--- src/rtl/sifh_window_calc_if.sv ---
// Handshake bundle between the pixel channels / fine-histogram controller
// and the window calculator. The slave view is the calculator itself.
interface sifh_window_calc_if #(
  parameter int NB  = 5,
  parameter int NP  = 12,
  parameter int NCH = 4,
  parameter int IDW = (NCH > 1) ? $clog2(NCH) : 1
) ();
  // Channel side
  logic [NCH*NB-1:0] peak_ch;
  logic [NCH-1:0]    peak_valid;
  logic [NCH-1:0]    peak_ready;
  // Result side
  logic              out_valid;
  logic              out_ready;
  logic [IDW-1:0]    out_id;
  logic [NP-1:0]     th_minus;
  logic [NP-1:0]     th_plus;
  logic [NP-1:0]     delta;
  logic              clamp_lo;
  logic              clamp_hi;

  modport slave (
    input  peak_ch, peak_valid, out_ready,
    output peak_ready, out_valid, out_id, th_minus, th_plus, delta,
           clamp_lo, clamp_hi
  );

  modport master (
    output peak_ch, peak_valid, out_ready,
    input  peak_ready, out_valid, out_id, th_minus, th_plus, delta,
           clamp_lo, clamp_hi
  );
endinterface

--- src/rtl/sifh_window_calc.sv ---
// SiFH peak-to-window stage: round-robin pick of one coarse peak per cycle,
// then a 2-stage pipeline producing the fine window and next-pass step.
module sifh_window_calc #(
  parameter int NB   = 5,
  parameter int NP   = 12,
  parameter int NCH  = 4,
  parameter int SB   = 3 << (NB - 2),
  parameter int WRAP = 0
) (
  input  logic                 clk,
  input  logic                 rst_n,
  sifh_window_calc_if.slave    bus
);
  localparam int IDW = (NCH > 1) ? $clog2(NCH) : 1;
  localparam int MAXI = (1 << NP) - 1;
  localparam int DRAW = (2 * SB) >> NB;
  localparam logic [NP-1:0] DELTA   = NP'((DRAW < 1) ? 1 : DRAW);
  localparam logic [NP-1:0] SB_N    = NP'(SB);
  localparam logic [NP-1:0] TWO_SB  = NP'(2 * SB);
  localparam logic [NP-1:0] MAX_N   = NP'(MAXI);
  localparam logic [NP-1:0] HI_EDGE = NP'(MAXI - SB);
  localparam logic [NP-1:0] MAX_M2  = NP'(MAXI - 2 * SB);
  localparam logic [NP:0]   SB_X    = (NP+1)'(SB);

  // ---------------- arbiter ----------------
  logic [IDW-1:0] ptr_q, ptr_d;
  logic [IDW-1:0] gidx;
  logic [NCH-1:0] grant;
  logic           found, stall, xfer;
  logic [NB-1:0]  peak_sel;

  // pipeline state: vld_pipe_q[1] = stage 1, vld_pipe_q[2] = output slot
  logic [2:1]     vld_pipe_q, vld_pipe_d;
  logic [IDW-1:0] s1_id_q, s1_id_d;
  logic [NP-1:0]  s1_ch_q, s1_ch_d;
  logic [IDW-1:0] id_q, id_d;
  logic [NP-1:0]  tm_q, tm_d, tp_q, tp_d, dl_q, dl_d;
  logic           clo_q, clo_d, chi_q, chi_d;
  logic [NP-1:0]  tm_c, tp_c;
  logic           clo_c, chi_c;

  assign stall = vld_pipe_q[2] & ~bus.out_ready;

  // First requesting channel at or after the pointer, wrapping around
  always_comb begin
    int idx;
    grant = '0;
    gidx  = '0;
    found = 1'b0;
    idx   = 0;
    for (int k = 0; k < NCH; k++) begin
      idx = int'(ptr_q) + k;
      if (idx >= NCH) idx = idx - NCH;
      if (!found && bus.peak_valid[idx]) begin
        grant[idx] = 1'b1;
        gidx       = IDW'(idx);
        found      = 1'b1;
      end
    end
  end

  assign bus.peak_ready = grant & {NCH{~stall}};
  assign xfer           = found & ~stall;
  assign peak_sel       = bus.peak_ch[int'(gidx)*NB +: NB];

  // Pointer moves past the winner only when a transfer really happens
  always_comb begin
    ptr_d = ptr_q;
    if (xfer) ptr_d = (int'(gidx) == NCH - 1) ? '0 : gidx + 1'b1;
  end

  // ---------------- window arithmetic (stage 2 combinational) ----------------
  generate
    if (WRAP != 0) begin : g_wrap
      logic [NP:0] ch_x, lo_x, hi_x;
      assign ch_x = {1'b0, s1_ch_q};
      assign lo_x = ch_x - SB_X;
      assign hi_x = ch_x + SB_X;
      // Modular window; the extra top bit reports the borrow / carry
      always_comb begin
        tm_c  = lo_x[NP-1:0];
        tp_c  = hi_x[NP-1:0];
        clo_c = lo_x[NP];
        chi_c = hi_x[NP];
      end
    end else begin : g_clamp
      // Window pinned to a full 2*SB width against whichever edge it hits
      always_comb begin
        tm_c  = s1_ch_q - SB_N;
        tp_c  = s1_ch_q + SB_N;
        clo_c = 1'b0;
        chi_c = 1'b0;
        if (s1_ch_q <= SB_N) begin
          tm_c  = '0;
          tp_c  = TWO_SB;
          clo_c = 1'b1;
        end else if (s1_ch_q >= HI_EDGE) begin
          tm_c  = MAX_M2;
          tp_c  = MAX_N;
          chi_c = 1'b1;
        end
      end
    end
  endgenerate

  // Both stages advance together unless the output slot is blocked
  always_comb begin
    vld_pipe_d = vld_pipe_q;
    s1_id_d    = s1_id_q;
    s1_ch_d    = s1_ch_q;
    id_d       = id_q;
    tm_d       = tm_q;
    tp_d       = tp_q;
    dl_d       = dl_q;
    clo_d      = clo_q;
    chi_d      = chi_q;
    if (!stall) begin
      vld_pipe_d[1] = xfer;
      vld_pipe_d[2] = vld_pipe_q[1];
      if (xfer) begin
        s1_id_d = gidx;
        s1_ch_d = {peak_sel, {(NP-NB){1'b0}}};
      end
      if (vld_pipe_q[1]) begin
        id_d  = s1_id_q;
        tm_d  = tm_c;
        tp_d  = tp_c;
        dl_d  = DELTA;
        clo_d = clo_c;
        chi_d = chi_c;
      end
    end
  end

  // State registers; async reset drops everything in flight
  always_ff @(posedge clk or negedge rst_n) begin
    if (!rst_n) begin
      ptr_q      <= '0;
      vld_pipe_q <= '0;
      s1_id_q    <= '0;
      s1_ch_q    <= '0;
      id_q       <= '0;
      tm_q       <= '0;
      tp_q       <= '0;
      dl_q       <= '0;
      clo_q      <= 1'b0;
      chi_q      <= 1'b0;
    end else begin
      ptr_q      <= ptr_d;
      vld_pipe_q <= vld_pipe_d;
      s1_id_q    <= s1_id_d;
      s1_ch_q    <= s1_ch_d;
      id_q       <= id_d;
      tm_q       <= tm_d;
      tp_q       <= tp_d;
      dl_q       <= dl_d;
      clo_q      <= clo_d;
      chi_q      <= chi_d;
    end
  end

  assign bus.out_valid = vld_pipe_q[2];
  assign bus.out_id    = id_q;
  assign bus.th_minus  = tm_q;
  assign bus.th_plus   = tp_q;
  assign bus.delta     = dl_q;
  assign bus.clamp_lo  = clo_q;
  assign bus.clamp_hi  = chi_q;
endmodule

--- src/flat_wrapper.sv ---
// flat-port wrapper written by rule: the top's interface ports become plain ports
module sifh_window_calc_flat 
#(
  parameter int NB   = 5,
  parameter int NP   = 12,
  parameter int NCH  = 4,
  parameter int SB   = 3 << (NB - 2),
  parameter int WRAP = 0
)
  (clk, rst_n, bus_peak_ch, bus_peak_valid, bus_out_ready, bus_peak_ready, bus_out_valid, bus_out_id, bus_th_minus, bus_th_plus, bus_delta, bus_clamp_lo, bus_clamp_hi);
  sifh_window_calc_if #(.NB(NB), .NP(NP), .NCH(NCH)) bus_i ();
  input  logic clk;
  input  logic rst_n;
  input wire logic [$bits(bus_i.peak_ch)-1:0] bus_peak_ch;
  input wire logic [$bits(bus_i.peak_valid)-1:0] bus_peak_valid;
  input wire logic [$bits(bus_i.out_ready)-1:0] bus_out_ready;
  output wire logic [$bits(bus_i.peak_ready)-1:0] bus_peak_ready;
  output wire logic [$bits(bus_i.out_valid)-1:0] bus_out_valid;
  output wire logic [$bits(bus_i.out_id)-1:0] bus_out_id;
  output wire logic [$bits(bus_i.th_minus)-1:0] bus_th_minus;
  output wire logic [$bits(bus_i.th_plus)-1:0] bus_th_plus;
  output wire logic [$bits(bus_i.delta)-1:0] bus_delta;
  output wire logic [$bits(bus_i.clamp_lo)-1:0] bus_clamp_lo;
  output wire logic [$bits(bus_i.clamp_hi)-1:0] bus_clamp_hi;
  assign bus_i.peak_ch = bus_peak_ch;
  assign bus_i.peak_valid = bus_peak_valid;
  assign bus_i.out_ready = bus_out_ready;
  assign bus_peak_ready = bus_i.peak_ready;
  assign bus_out_valid = bus_i.out_valid;
  assign bus_out_id = bus_i.out_id;
  assign bus_th_minus = bus_i.th_minus;
  assign bus_th_plus = bus_i.th_plus;
  assign bus_delta = bus_i.delta;
  assign bus_clamp_lo = bus_i.clamp_lo;
  assign bus_clamp_hi = bus_i.clamp_hi;
  sifh_window_calc #(.NB(NB), .NP(NP), .NCH(NCH), .SB(SB), .WRAP(WRAP)) u_core (.clk(clk), .rst_n(rst_n), .bus(bus_i));
endmodule
--- config.mk ---
export PLATFORM = sky130hd
export DESIGN_NAME = sifh_window_calc_flat
export DESIGN_NICKNAME = d
export VERILOG_FILES = /design/src/rtl/sifh_window_calc_if.sv /design/src/rtl/sifh_window_calc.sv /design/src/flat_wrapper.sv
export SDC_FILE = /design/constraint.sdc
export NUM_CORES = 1
export LEC_CHECK = 0
export ABC_AREA = 1
export BUFFER_PORTS_ARGS = -buffer_cell sky130_fd_sc_hd__buf_2
export CORE_MARGIN = 5
export CORE_UTILIZATION = 50
export DETAILED_ROUTE_END_ITERATION = 8
export GPL_ROUTABILITY_DRIVEN = 0
export MAX_ROUTING_LAYER = met4
export PLACE_DENSITY = 0.81
export SLEW_MARGIN = 20
export SYNTH_ARGS = -nofsm -noshare
export SYNTH_HDL_FRONTEND = slang
export SYNTH_SLANG_ARGS = --single-unit
--- constraint.sdc ---
create_clock -name clk -period 2.2 [get_ports clk]
set_input_delay 0.22 -clock clk [delete_from_list [all_inputs] [get_ports clk]]
set_output_delay 0.22 -clock clk [all_outputs]
set_load 0.02 [all_outputs]
Word level (Yosys, flattened, before mapping). Index checks and enable logic that the tools add are counted.

Bits in registers: 40. Output and inout bits: 45.

Add/sub/neg operators: 10. Multiply operators: 1. Magnitude comparators: 14. Equality and inequality tests: 1. Shift operators: 1. Muxes and demuxes: 44. Bitwise logic cells: 8. Reductions and logical operators: 12.

Operator list (number): 32-bit by 1-bit greater-or-equal comparator with 1-bit output, second input constant (4); 32-bit by 4-bit < comparator with 1-bit output, second input constant (4); 32-bit 2-to-1 mux (4); 32-bit by 4-bit greater-or-equal comparator with 1-bit output, second input constant (3); 32-bit by 4-bit subtractor with 32-bit output, second input constant (3); 12-bit 2-to-1 mux (4); 20-bit by 32-bit variable part select with 5-bit output (1); 1-bit 2-to-1 mux (19); 4-bit 2-to-1 mux (4); 12-bit by 5-bit adder with 12-bit output, second input constant (1); 12-bit greater-or-equal comparator, second input constant (1); 12-bit by 5-bit less-or-equal comparator with 1-bit output, second input constant (1); 4-bit OR (3); 12-bit by 5-bit subtractor with 12-bit output, second input constant (1); 2-bit 2-to-1 mux (5); 1-bit binary-select mux with 2-bit select (4); 1-bit demux with 2-bit select (4); 1-bit logical AND (7); 2-bit by 2-bit adder with 3-bit output, second input constant (2); 2-bit by 3-bit multiplier with 5-bit output, second input constant (1); 4-bit bitwise AND (1); 2-bit AND reduction (2); 2-bit by 3-bit subtractor with 4-bit output, second input constant (1); 2-bit by 1-bit adder with 3-bit output, second input constant (1); other kinds (6) (10).

Depth between registers and ports, before layout. Gate-level depths: netlist (run 1).

Depth in word-level cells: 17. Mapped depth: 16. Depth with buffers taken out: 15.

Worst setup path before layout (run 1). OpenSTA, ideal clock, no wires.

Kind: register -> output. Start: register u_core.ptr_q[0]. End: output bus_peak_ready[2]. Data arrival time: 1782 ps. Slack: 198 ps. Cell stages (with the launch flop): 13. Buffers on the path: 1. Cells stage by stage: dfrtp_1 > buf_6 > inv_6 > ha_1 > inv_1 > nand3_2 > nand2_4 > nand3_2 > o21ai_0 > a21oi_1 > o21ai_0 > nand2_1 > inv_1.

Word-level cells in the longest chain between the ends: 16. Elaborated cells on any way between the ends: 64. Those cells by class: add/sub: 7; order compare: 12; mux: 31; bitwise: 4; reduce/logical: 10.

Ends and longest elaborated chain: start: declaration (RTL line sifh_window_calc.sv:26) `logic [IDW-1:0] ptr_q, ptr_d;`; start signal: assignment (RTL line sifh_window_calc.sv:149) `ptr_q <= ptr_d;`; branches (longest 14 deep; another with 32-bit by 4-bit subtractor with 32-bit output); 4-bit 2-to-1 mux (*) (RTL line sifh_window_calc.sv:54) `if (!found && bus.peak_valid[idx]) begin`; 4-bit bitwise AND (*) (RTL line sifh_window_calc.sv:62) `assign bus.peak_ready = grant & {NCH{~stall}};`; end: declaration (RTL line flat_wrapper.sv:17) `output wire logic [$bits(bus_i.peak_ready)-1:0] bus_peak_ready;`.

Mark *: on every way between the ends. The select of a mux whose other input is x is not followed.

Worst setup path in the final report (run 1).
Start: register u_core.ptr_q[0]. End: output bus_peak_ready[0].

The elaborated chain is that of the path after synthesis.

==> results of run 1 <==
## kinds of logic (layout without fill, tap and decap cells)
group	Yosys count	in the layout	synth area share (%)
xor gates and xnor gates	3	3	1.33
other	1	20	0.190
DFF	26	26	32.9
buffers and inverters	69	112	19.9
adders and majority gates	6	6	3.80
and+or+nand+nor	120	120	32.8
AOI/OAI and AO/OA	31	31	8.99
## tightest hold or removal path: stages
cell     delay, ps
buf_2           80
or2_1           80
nand3_1         60
nand3_1         60
## layer usage
layer / routed length [um] / track usage, %
met1: 1890 / 20.0
met2: 2050 / 24.9
met3: 330 / 2.34
met5: 0 / -
met4: 38 / 3.48
## final timing paths
check	start	end	depth (start not counted)
min in group asynchronous	rst_n	u_core.bus.th_minus[10]	2
hold reg to reg	u_core.bus.th_plus[11]	u_core.bus.th_plus[11]	2
hold / removal	bus_peak_ch[19]	u_core.s1_ch_q[11]	4
setup reg to reg	u_core.ptr_q[0]	u_core.s1_ch_q[9]	13
setup / recovery	u_core.ptr_q[0]	bus_peak_ready[0]	11
max in group asynchronous	rst_n	u_core.s1_id_q[0]	2
## repair_timing
action | 4_1_cts | 5_1_grt
pin swaps | 0 | 6
setup buffers | 0 | 11
resized for setup | 5 | 22
hold buffers | 1 | 0
endpoints found under the setup margin | 4 | 4
endpoints found under the hold margin | 26 | 0
## state kept, by name, summed over array words and instances, names as in the netlist
register             count
u_core.bus.th_plus       8
u_core.bus.th_minus      5
u_core.s1_ch_q           5
u_core.bus.out_id        2
u_core.ptr_q             2
u_core.s1_id_q           2
u_core.vld_pipe_q        2
## layout by cell type, fill, tap and decap left out, types with 4 or more instances in the layout
master     n
a21oi_1    5
nand2_4    6
buf_2     47
nand2_1   61
buf_4     15
inv_2      5
o21ai_1    4
clkbuf_8   4
nand3_2    6
inv_1     32
nand2_2   11
o21ai_0   11
nand3_1   18
nor2_1     5
dfrtp_1   26
or2_1      4
conb_1    20
ha_1       5
## synthesized netlist by cell type (all sizes together)
cell type  instances
a22oi              1
o21ai             16
o21bai             1
dfrtp             26
nor2               9
nand3b             1
o31ai              1
clkbuf             1
buf               28
a31oi              1
or2                5
a21oi              6
inv               39
nand3             25
clkinv             1
xnor2              1
ha                 6
nand4              2
o21a               1
o22ai              3
xor2               2
o211ai             1
nand2             78
conb               1
## layout make-up
type                       count  area [um^2]  area share, %
multi-input combinational    180         1050           43.7
sequential                    26          651           27.0
timing repair buffer          68          427           17.7
inverter                      40          163           6.75
tap                           48         60.1           2.49
clock buffer                   4         55.1           2.29
## through the flow
| step | hold WS (ps) | instance area [um^2] |
|---|---|---|
| 2_1_floorplan | -75.6 | 2050 |
| 3_5_place_dp | 246 | 2170 |
| 4_1_cts | 252 | 2260 |
| 5_1_grt | 280 | 2410 |
| 6_report | 259 | 2410 |
| 3_3_place_gp | 238 | 2170 |
## where the power goes
part / switching [mW] / internal, mW
clock: 0.142 / 0.160
sequential: 0.153 / 0.716
combinational: 2.00 / 1.27
==> flow_metrics.env, run 1 <==
export IMPL_worst_path_buf_inv=3
export IMPL_initial_core_util_pct=52.8
export IMPL_yosys_area_top_type="dfrtp_1"
export IMPL_worst_pin_slew_ps=559
export IMPL_rows=22
export IMPL_overflow=0
export IMPL_synth_area_top_cells="dfrtp_1, nand2_1, buf_4"
export IMPL_clock_latency_ps=270
export IMPL_first_iter_violations=82
export IMPL_p_leak_nw=1.34
export IMPL_end_kind="output port"
export IMPL_final_min_clock_period_ps=2220
export IMPL_rsz0062_at_grt="true"
export IMPL_cpMaxStageDelayCell="dfrtp_1"
export IMPL_nNetsFinal=352
export IMPL_stdcell_count=366
export IMPL_grt_pass1_vias=1521
export IMPL_yosys_register_bits=26
export IMPL_area_delta_synth_final_pct=21.8
export IMPL_io_buffers=51
export IMPL_place_ws_ps=123
export IMPL_cp_top_family="flip-flops"
export IMPL_ir_drop_mv=1.00
export IMPL_dp_cells=350
export IMPL_path_max_fanout=5
export IMPL_cts_buffer_depth=2
export IMPL_cts_root_buf="clkbuf_8"
export IMPL_grt_pass1_wl_mm=6.47
export IMPL_post_route_util_pct=64.3
export IMPL_die_area_um2=5310
export IMPL_yosysSeqAreaShare_pct=32.9
export IMPL_grt_max_degree=27
export IMPL_cts_tree="yes"
export IMPL_antenna_found_initial=0
export IMPL_drv_slew=0
export IMPL_dr_pass1_iters=4
export IMPL_worstSetupStartpointType="flop"
export IMPL_setup_violations=1
export IMPL_rrSetupSlack_ps=150
export IMPL_via_per_inst=4.69
export IMPL_slowest_delay_ps=420
export IMPL_required_ps=1980
export IMPL_cts_clk_slew_worst_paths_ps=90
export IMPL_route_detailed_wl_per_inst_um=11.8
export IMPL_antenna_left=0
export IMPL_slew_limit_headroom_pct=62.8
export IMPL_core_um2=3740
export IMPL_min_path_type="input port to flop"
export IMPL_yosysTopAreaCellShare_pct=32.9
export IMPL_die_w_um=72.9
export IMPL_synth_cells=256
export IMPL_fin_worst_skew_ps=5.32
export IMPL_ys_types=36
export IMPL_h_tree_depth=1
export IMPL_final_hold_violation_count=0
export IMPL_yosysWarnings=0
export IMPL_via_count=1718
export IMPL_syn_avg_cell_area_um2=7.72
export IMPL_fillers=335
export IMPL_clock_sink_count=26
export IMPL_drv_cap=0
export IMPL_layout_setup_ws_ps=-18.0
export IMPL_drive_gt1_share_pct=35.8
export IMPL_crit_arrival_ps=2000
export IMPL_grtUsageTotal_pct=15.3
export IMPL_numCtsBuffers=3
export IMPL_violations="negative setup slack"
export IMPL_crit_chain="clkinv_4 -> ha_4 -> nand3_2 -> nand2_4 -> nand3_4 -> o22ai_1 -> a21oi_1 -> o21ai_1 -> nand2_1 -> inv_1 -> buf_4"
export IMPL_clock_fmax_mhz=451
export IMPL_synth_area_um2=1980
export IMPL_power_density_nw_per_um2=1840
export IMPL_die_h_um=72.9
export IMPL_power_mw=4.44
export IMPL_n_antenna_cell=0
export IMPL_critPathKind="flop to output port"
export IMPL_period_share_pct=101
export IMPL_drt_drc_violations_left=0
export IMPL_wirelength_mm=4.31
export IMPL_status="finished with violations"
export IMPL_dp_hpwl_mm=3.21
export IMPL_tns_ps=-18.0
export IMPL_ios=72
Note: power is estimated with default switching activity, not from simulation.
==> inputs of run 2 (changes only) <==
--- a/config.mk
+++ b/config.mk
@@ -6,13 +6,14 @@
 export NUM_CORES = 1
 export LEC_CHECK = 0
 export ABC_AREA = 1
-export BUFFER_PORTS_ARGS = -buffer_cell sky130_fd_sc_hd__buf_2
+export BUFFER_PORTS_ARGS = -buffer_cell sky130_fd_sc_hd__clkbuf_2
 export CORE_MARGIN = 5
 export CORE_UTILIZATION = 50
 export DETAILED_ROUTE_END_ITERATION = 8
 export GPL_ROUTABILITY_DRIVEN = 0
 export MAX_ROUTING_LAYER = met4
 export PLACE_DENSITY = 0.81
+export RECOVER_POWER = 50
 export SLEW_MARGIN = 20
 export SYNTH_ARGS = -nofsm -noshare
 export SYNTH_HDL_FRONTEND = slang
==> run 2 against run 1 <==
The run now ends clean. Hold slack gained 3.5 ps. Via count shrank 2.3%. Clock skew shrank 2.2 ps. Die area is the same. Fmax grew 3.8%. Register-to-register slack gained 30 ps. Routed wire length shrank 7.5%. Utilization shrank 2.0 points. Critical path depth grew 1. Largest power group unchanged.
==> flow_metrics.env, run 2 (same netlist as run 1, synthesis figures left out) <==
export IMPL_status="complete, no violations"
export IMPL_dr_pass1_iters=4
export IMPL_clock_latency_ps=260
export IMPL_drive_gt1_share_pct=31.4
export IMPL_initial_core_util_pct=52.8
export IMPL_cts_tree="yes"
export IMPL_stdcell_count=360
export IMPL_dp_hpwl_mm=3.13
export IMPL_worst_pin_slew_ps=1330
export IMPL_ios=72
export IMPL_fillers=336
export IMPL_final_cell_mix="nand2_1, clkbuf_2, inv_1, dfrtp_1, conb_1"
export IMPL_post_route_util_pct=62.4
export IMPL_drv_cap=0
export IMPL_dp_cells=351
export IMPL_largest_reg_flops=8
export IMPL_tns_ps=0
export IMPL_cts_buffer_depth=2
export IMPL_worstSetupStartpointType="flop"
export IMPL_die_area_um2=5310
export IMPL_layout_commonest_cell="nand2_1"
export IMPL_crit_arrival_ps=1920
export IMPL_grt_pass1_vias=1525
export IMPL_numCtsBuffers=3
export IMPL_final_hold_violation_count=0
export IMPL_grtUsageTotal_pct=14.7
export IMPL_slew_limit_headroom_pct=11.1
export IMPL_ir_drop_mv=1.03
export IMPL_io_buffers=51
export IMPL_power_density_nw_per_um2=1800
export IMPL_place_ws_ps=119
export IMPL_drv_slew=0
export IMPL_clock_fmax_mhz=468
export IMPL_route_detailed_wl_per_inst_um=11.1
export IMPL_first_iter_violations=60
export IMPL_fin_worst_skew_ps=3.07
export IMPL_cts_clk_slew_worst_paths_ps=90
export IMPL_final_min_clock_period_ps=2140
export IMPL_die_h_um=72.9
export IMPL_path_max_fanout=5
export IMPL_overflow=0
export IMPL_core_um2=3740
export IMPL_n_antenna_cell=0
export IMPL_layout_setup_ws_ps=62.3
export IMPL_wirelength_mm=3.99
export IMPL_rows=22
export IMPL_p_leak_nw=1.28
export IMPL_drt_drc_violations_left=0
export IMPL_rsz0062_at_grt="true"
export IMPL_nNetsFinal=346
export IMPL_clock_sink_count=26
export IMPL_required_ps=1980
export IMPL_antenna_left=0
export IMPL_area_delta_synth_final_pct=18.1
export IMPL_antenna_found_initial=0
export IMPL_die_w_um=72.9
export IMPL_grt_pass1_wl_mm=6.20
export IMPL_cts_root_buf="clkbuf_8"
export IMPL_via_per_inst=4.66
export IMPL_end_kind="output port"
export IMPL_holdWs_ps=262
export IMPL_grt_max_degree=27
export IMPL_period_share_pct=97.2
export IMPL_setup_violations=0
export IMPL_via_count=1679
export IMPL_critPathKind="flop to output port"
export IMPL_h_tree_depth=1
export IMPL_min_path_type="input port to flop"
-- run 2: changes by cell type in the layout (fill, tap and decap cells not counted), sizes merged --
cell	delta
buf	-54
clkbuf	+48
-- run 2: path summary, 6_finish.rpt --
check,startpoint,endpoint,slack (ps),depth (start not counted)
max,u_core.ptr_q[0],bus_peak_ready[2],60,12
min,bus_peak_ch[16],u_core.s1_ch_q[8],260,4
max reg2reg,u_core.ptr_q[0],u_core.s1_ch_q[11],180,14
min reg2reg,u_core.vld_pipe_q[1],u_core.vld_pipe_q[2],470,2
max in group asynchronous,rst_n,u_core.ptr_q[0],550,2
min in group asynchronous,rst_n,u_core.bus.th_minus[10],780,2
-- run 2: timing repair --
action	in CTS	in global routing
hold buffers	1	0
pin swaps	0	7
gates resized for setup	3	27
setup buffers	0	4
setup endpoints to repair	4	4
endpoints found under the hold margin	26	0
-- run 2: metrics by stage --
step / area [um^2] / total power, mW
finish: 2330 / 4.21
global route: 2330 / 4.60
CTS: 2250 / 3.98
detailed placement: 2170 / 3.63
global placement: 2170 / 3.56
floorplan: 2050 / 3.15
-- run 2: per-layer routing --
| layer | global-route usage (%) | up-vias | part of all wire (%) | wire, um |
|---|---|---|---|---|
| met3 | 2.48 | 4 | 7.2 | 288 |
| met2 | 22.7 | 58 | 47 | 1860 |
| met4 | 3.28 | 0 | 0.75 | 30 |
| met5 | - | - | 0 | 0 |
| li1 | - | 870 | - | - |
| met1 | 20.2 | 747 | 45 | 1810 |
-- run 2: final cells by class --
class | count | area [um^2] | share of cell area (%)
Inverter | 40 | 163 | 6.97
Timing Repair Buffer | 62 | 355 | 15.2
Clock buffer | 4 | 55.1 | 2.36
Tap cell | 48 | 60.1 | 2.57
Sequential cell | 26 | 652 | 27.9
Multi-Input combinational cell | 180 | 1050 | 45.0
-- run 2: worst max-delay path, cell delays in order (launching register included) --
cell and delay [ps]:
dfrtp_2 410, clkinv_4 80, ha_4 240, inv_2 70, nand3_2 80, nand2_4 130
nand3_4 110, o21ai_2 140, a21oi_1 50, o21ai_1 80, nand2_1 60, inv_1 50
clkbuf_4 150
-- run 2: power breakdown --
| group | internal, mW | switching [mW] |
|---|---|---|
| clock network | 0.160 | 0.141 |
| registers | 0.717 | 0.148 |
| logic | 1.11 | 1.93 |
| total | 1.99 | 2.22 |
==> inputs of run 3 (changes only) <==
--- a/config.mk
+++ b/config.mk
@@ -8,11 +8,10 @@
 export ABC_AREA = 1
 export BUFFER_PORTS_ARGS = -buffer_cell sky130_fd_sc_hd__clkbuf_2
 export CORE_MARGIN = 5
-export CORE_UTILIZATION = 50
+export CORE_UTILIZATION = 35
 export DETAILED_ROUTE_END_ITERATION = 8
 export GPL_ROUTABILITY_DRIVEN = 0
 export MAX_ROUTING_LAYER = met4
-export PLACE_DENSITY = 0.81
 export RECOVER_POWER = 50
 export SLEW_MARGIN = 20
 export SYNTH_ARGS = -nofsm -noshare
==> run 3 against run 2 <==
Combinational power increased by 2%. Final area increased by 2.0%. Die area increased by 37%. Sequential share of layout area decreased by 0.56 points. Via count about the same. Sequential power increased by 0.7%. Critical endpoint is now bus_peak_ready[3]. Clock skew increased by 1.6 ps. Routed wire length increased by 10%.
==> flow_metrics.env, run 3 (same netlist as run 1, synthesis figures left out) <==
export IMPL_status="complete, no violations"
export IMPL_h_tree_depth=1
export IMPL_dp_hpwl_mm=3.40
export IMPL_core_um2=5510
export IMPL_area_delta_synth_final_pct=20.5
export IMPL_grt_pass1_vias=1555
export IMPL_p_leak_nw=1.27
export IMPL_crit_chain="clkinv_4 -> buf_8 -> nand2_4 -> nand2_2 -> nand2_4 -> nand2_8 -> inv_8 -> nand3_4 -> o22ai_2 -> a21oi_1 -> o21ai_1 -> nand2_1 -> inv_1 -> buf_4"
export IMPL_min_path_type="input port to flop"
export IMPL_final_cell_mix="nand2_1, clkbuf_2, inv_1, dfrtp_1, conb_1"
export IMPL_route_detailed_wl_per_inst_um=11.5
export IMPL_layout_setup_ws_ps=73.6
export IMPL_power_density_nw_per_um2=1780
export IMPL_clock_latency_ps=270
export IMPL_p_clk_share_pct=6.3
export IMPL_initial_core_util_pct=35.9
export IMPL_die_w_um=85.2
export IMPL_fin_area_um2=2380
export IMPL_clock_fmax_mhz=470
export IMPL_via_count=1678
export IMPL_p_comb_share_pct=73.2
export IMPL_p_seq_share_pct=20.5
export IMPL_antenna_found_initial=0
export IMPL_cts_tree="yes"
export IMPL_dr_pass1_iters=4
export IMPL_cts_buffer_depth=2
export IMPL_grt_pass1_wl_mm=7.07
export IMPL_cpMostUsedCell="nand2_4"
export IMPL_placed_area_um2=2210
export IMPL_fin_worst_skew_ps=4.65
export IMPL_numCtsBuffers=3
export IMPL_stdcell_count=383
export IMPL_path_max_fanout=9
export IMPL_holdWs_ps=263
export IMPL_fillers=585
export IMPL_worst_pin_slew_ps=1380
export IMPL_worst_path_buf_inv=5
export IMPL_internal_power_mw=1.98
export IMPL_setup_violations=0
export IMPL_grtUsageTotal_pct=12.1
export IMPL_slowest_delay_ps=440
export IMPL_rows=27
export IMPL_cp_top_family="simple AND/OR/NAND/NOR gates"
export IMPL_wirelength_mm=4.39
export IMPL_overflow=0
export IMPL_cts_clk_slew_worst_paths_ps=90
export IMPL_multi_input_area_um2=1090
export IMPL_end_kind="output port"
export IMPL_io_buffers=51
export IMPL_ir_drop_mv=0.668
export IMPL_p_sw_mw=2.27
export IMPL_crit_arrival_ps=1910
export IMPL_rsz0062_at_grt="true"
export IMPL_die_h_um=85.2
export IMPL_die_area_um2=7250
export IMPL_swShare_pct=53.5
export IMPL_cpMaxStageDelayCell="dfrtp_2"
export IMPL_first_iter_violations=57
export IMPL_ios=72
export IMPL_min_from="bus_peak_ch[18]"
export IMPL_drv_slew=0
export IMPL_layout_commonest_cell="nand2_1"
export IMPL_regArea_um2=652
export IMPL_clock_sink_count=26
export IMPL_dp_cells=376
export IMPL_grt_max_degree=27
export IMPL_drt_drc_violations_left=0
export IMPL_critPathKind="flop to output port"
export IMPL_period_share_pct=96.7
export IMPL_via_per_inst=4.38
export IMPL_nNetsFinal=346
export IMPL_final_min_clock_period_ps=2130
export IMPL_tns_ps=0
export IMPL_slew_limit_headroom_pct=7.84
export IMPL_cts_root_buf="clkbuf_8"
export IMPL_required_ps=1980
export IMPL_worstReg2RegStart="u_core.ptr_q[0]"
export IMPL_final_hold_violation_count=0
export IMPL_crit_path_start="u_core.ptr_q[0]"
export IMPL_n_antenna_cell=0
export IMPL_place_ws_ps=134
export IMPL_largest_reg_flops=8
export IMPL_drive_gt1_share_pct=31.8
export IMPL_antenna_left=0
export IMPL_worstSetupStartpointType="flop"
export IMPL_drv_cap=0
run 3: changes by cell type in the layout (fill, tap and decap cells not counted), moves of 2 or more:
cell,change
nand2_2,+2
nand3_2,-2
nand3_4,+2
nand2_1,-2
run 3: path summary, 6_finish.rpt:
| path | to | slack (ps) | cells past startpoint |
|---|---|---|---|
| max reg2reg | u_core.s1_ch_q[9] | 210 | 13 |
| min in group asynchronous | u_core.bus.th_minus[11] | 790 | 2 |
| min reg2reg | u_core.vld_pipe_q[2] | 470 | 2 |
| min | u_core.s1_ch_q[10] | 260 | 4 |
| max in group asynchronous | u_core.ptr_q[0] | 510 | 2 |
| max | bus_peak_ready[3] | 70 | 14 |
run 3: layer usage:
layer | vias to the layer above | wire, um | track usage [%]
li1 | 874 | - | -
met1 | 752 | 2030 | 16.1
met2 | 47 | 2030 | 18.9
met3 | 5 | 285 | 1.94
met4 | 0 | 48 | 3.45
met5 | - | 0 | -
run 3: stage by stage:
step           power, mW  util (%)
2_1_floorplan       3.15         -
3_3_place_gp        3.62      40.2
3_5_place_dp        3.66      40.2
4_1_cts             4.07      42.0
5_1_grt             4.68      43.3
6_report            4.25      43.3
run 3: layout make-up:
| type | instances | share of cell area (%) |
|---|---|---|
| well taps | 72 | 3.78 |
| clock buffers | 3 | 1.73 |
| multi-input cells | 180 | 45.7 |
| flip-flops and latches | 26 | 27.4 |
| repair buffers | 62 | 14.6 |
| inverters | 40 | 6.83 |
run 3: repair_timing:
item | in CTS | in global routing
pin swaps | 2 | 4
setup endpoints to repair | 4 | 8
setup buffers | 2 | 1
hold endpoints to repair | 26 | 0
hold buffers | 1 | 0
gates resized for setup | 7 | 28
run 3: power by group through the flow:
stage	registers [mW]	logic, mW	clock network, mW
final	0.871	3.11	0.267
after detailed placement	0.881	2.78	0
after global placement	0.870	2.75	0
after floorplan	1.01	2.13	0
after global routing	0.913	3.48	0.292
after CTS	0.874	2.92	0.274
run 3: worst register-to-register path, cell delays in order, from the launching register on:
cell and delay, ps:
dfrtp_2 410, clkinv_4 70, ha_4 290, inv_2 50, nand3_4 70, nand2_4 90
buf_4 150, nand2_2 60, nor2_2 40, nand3_2 70, nand2_4 130, nor2_1 280
nand3_1 120, nand3_1 100
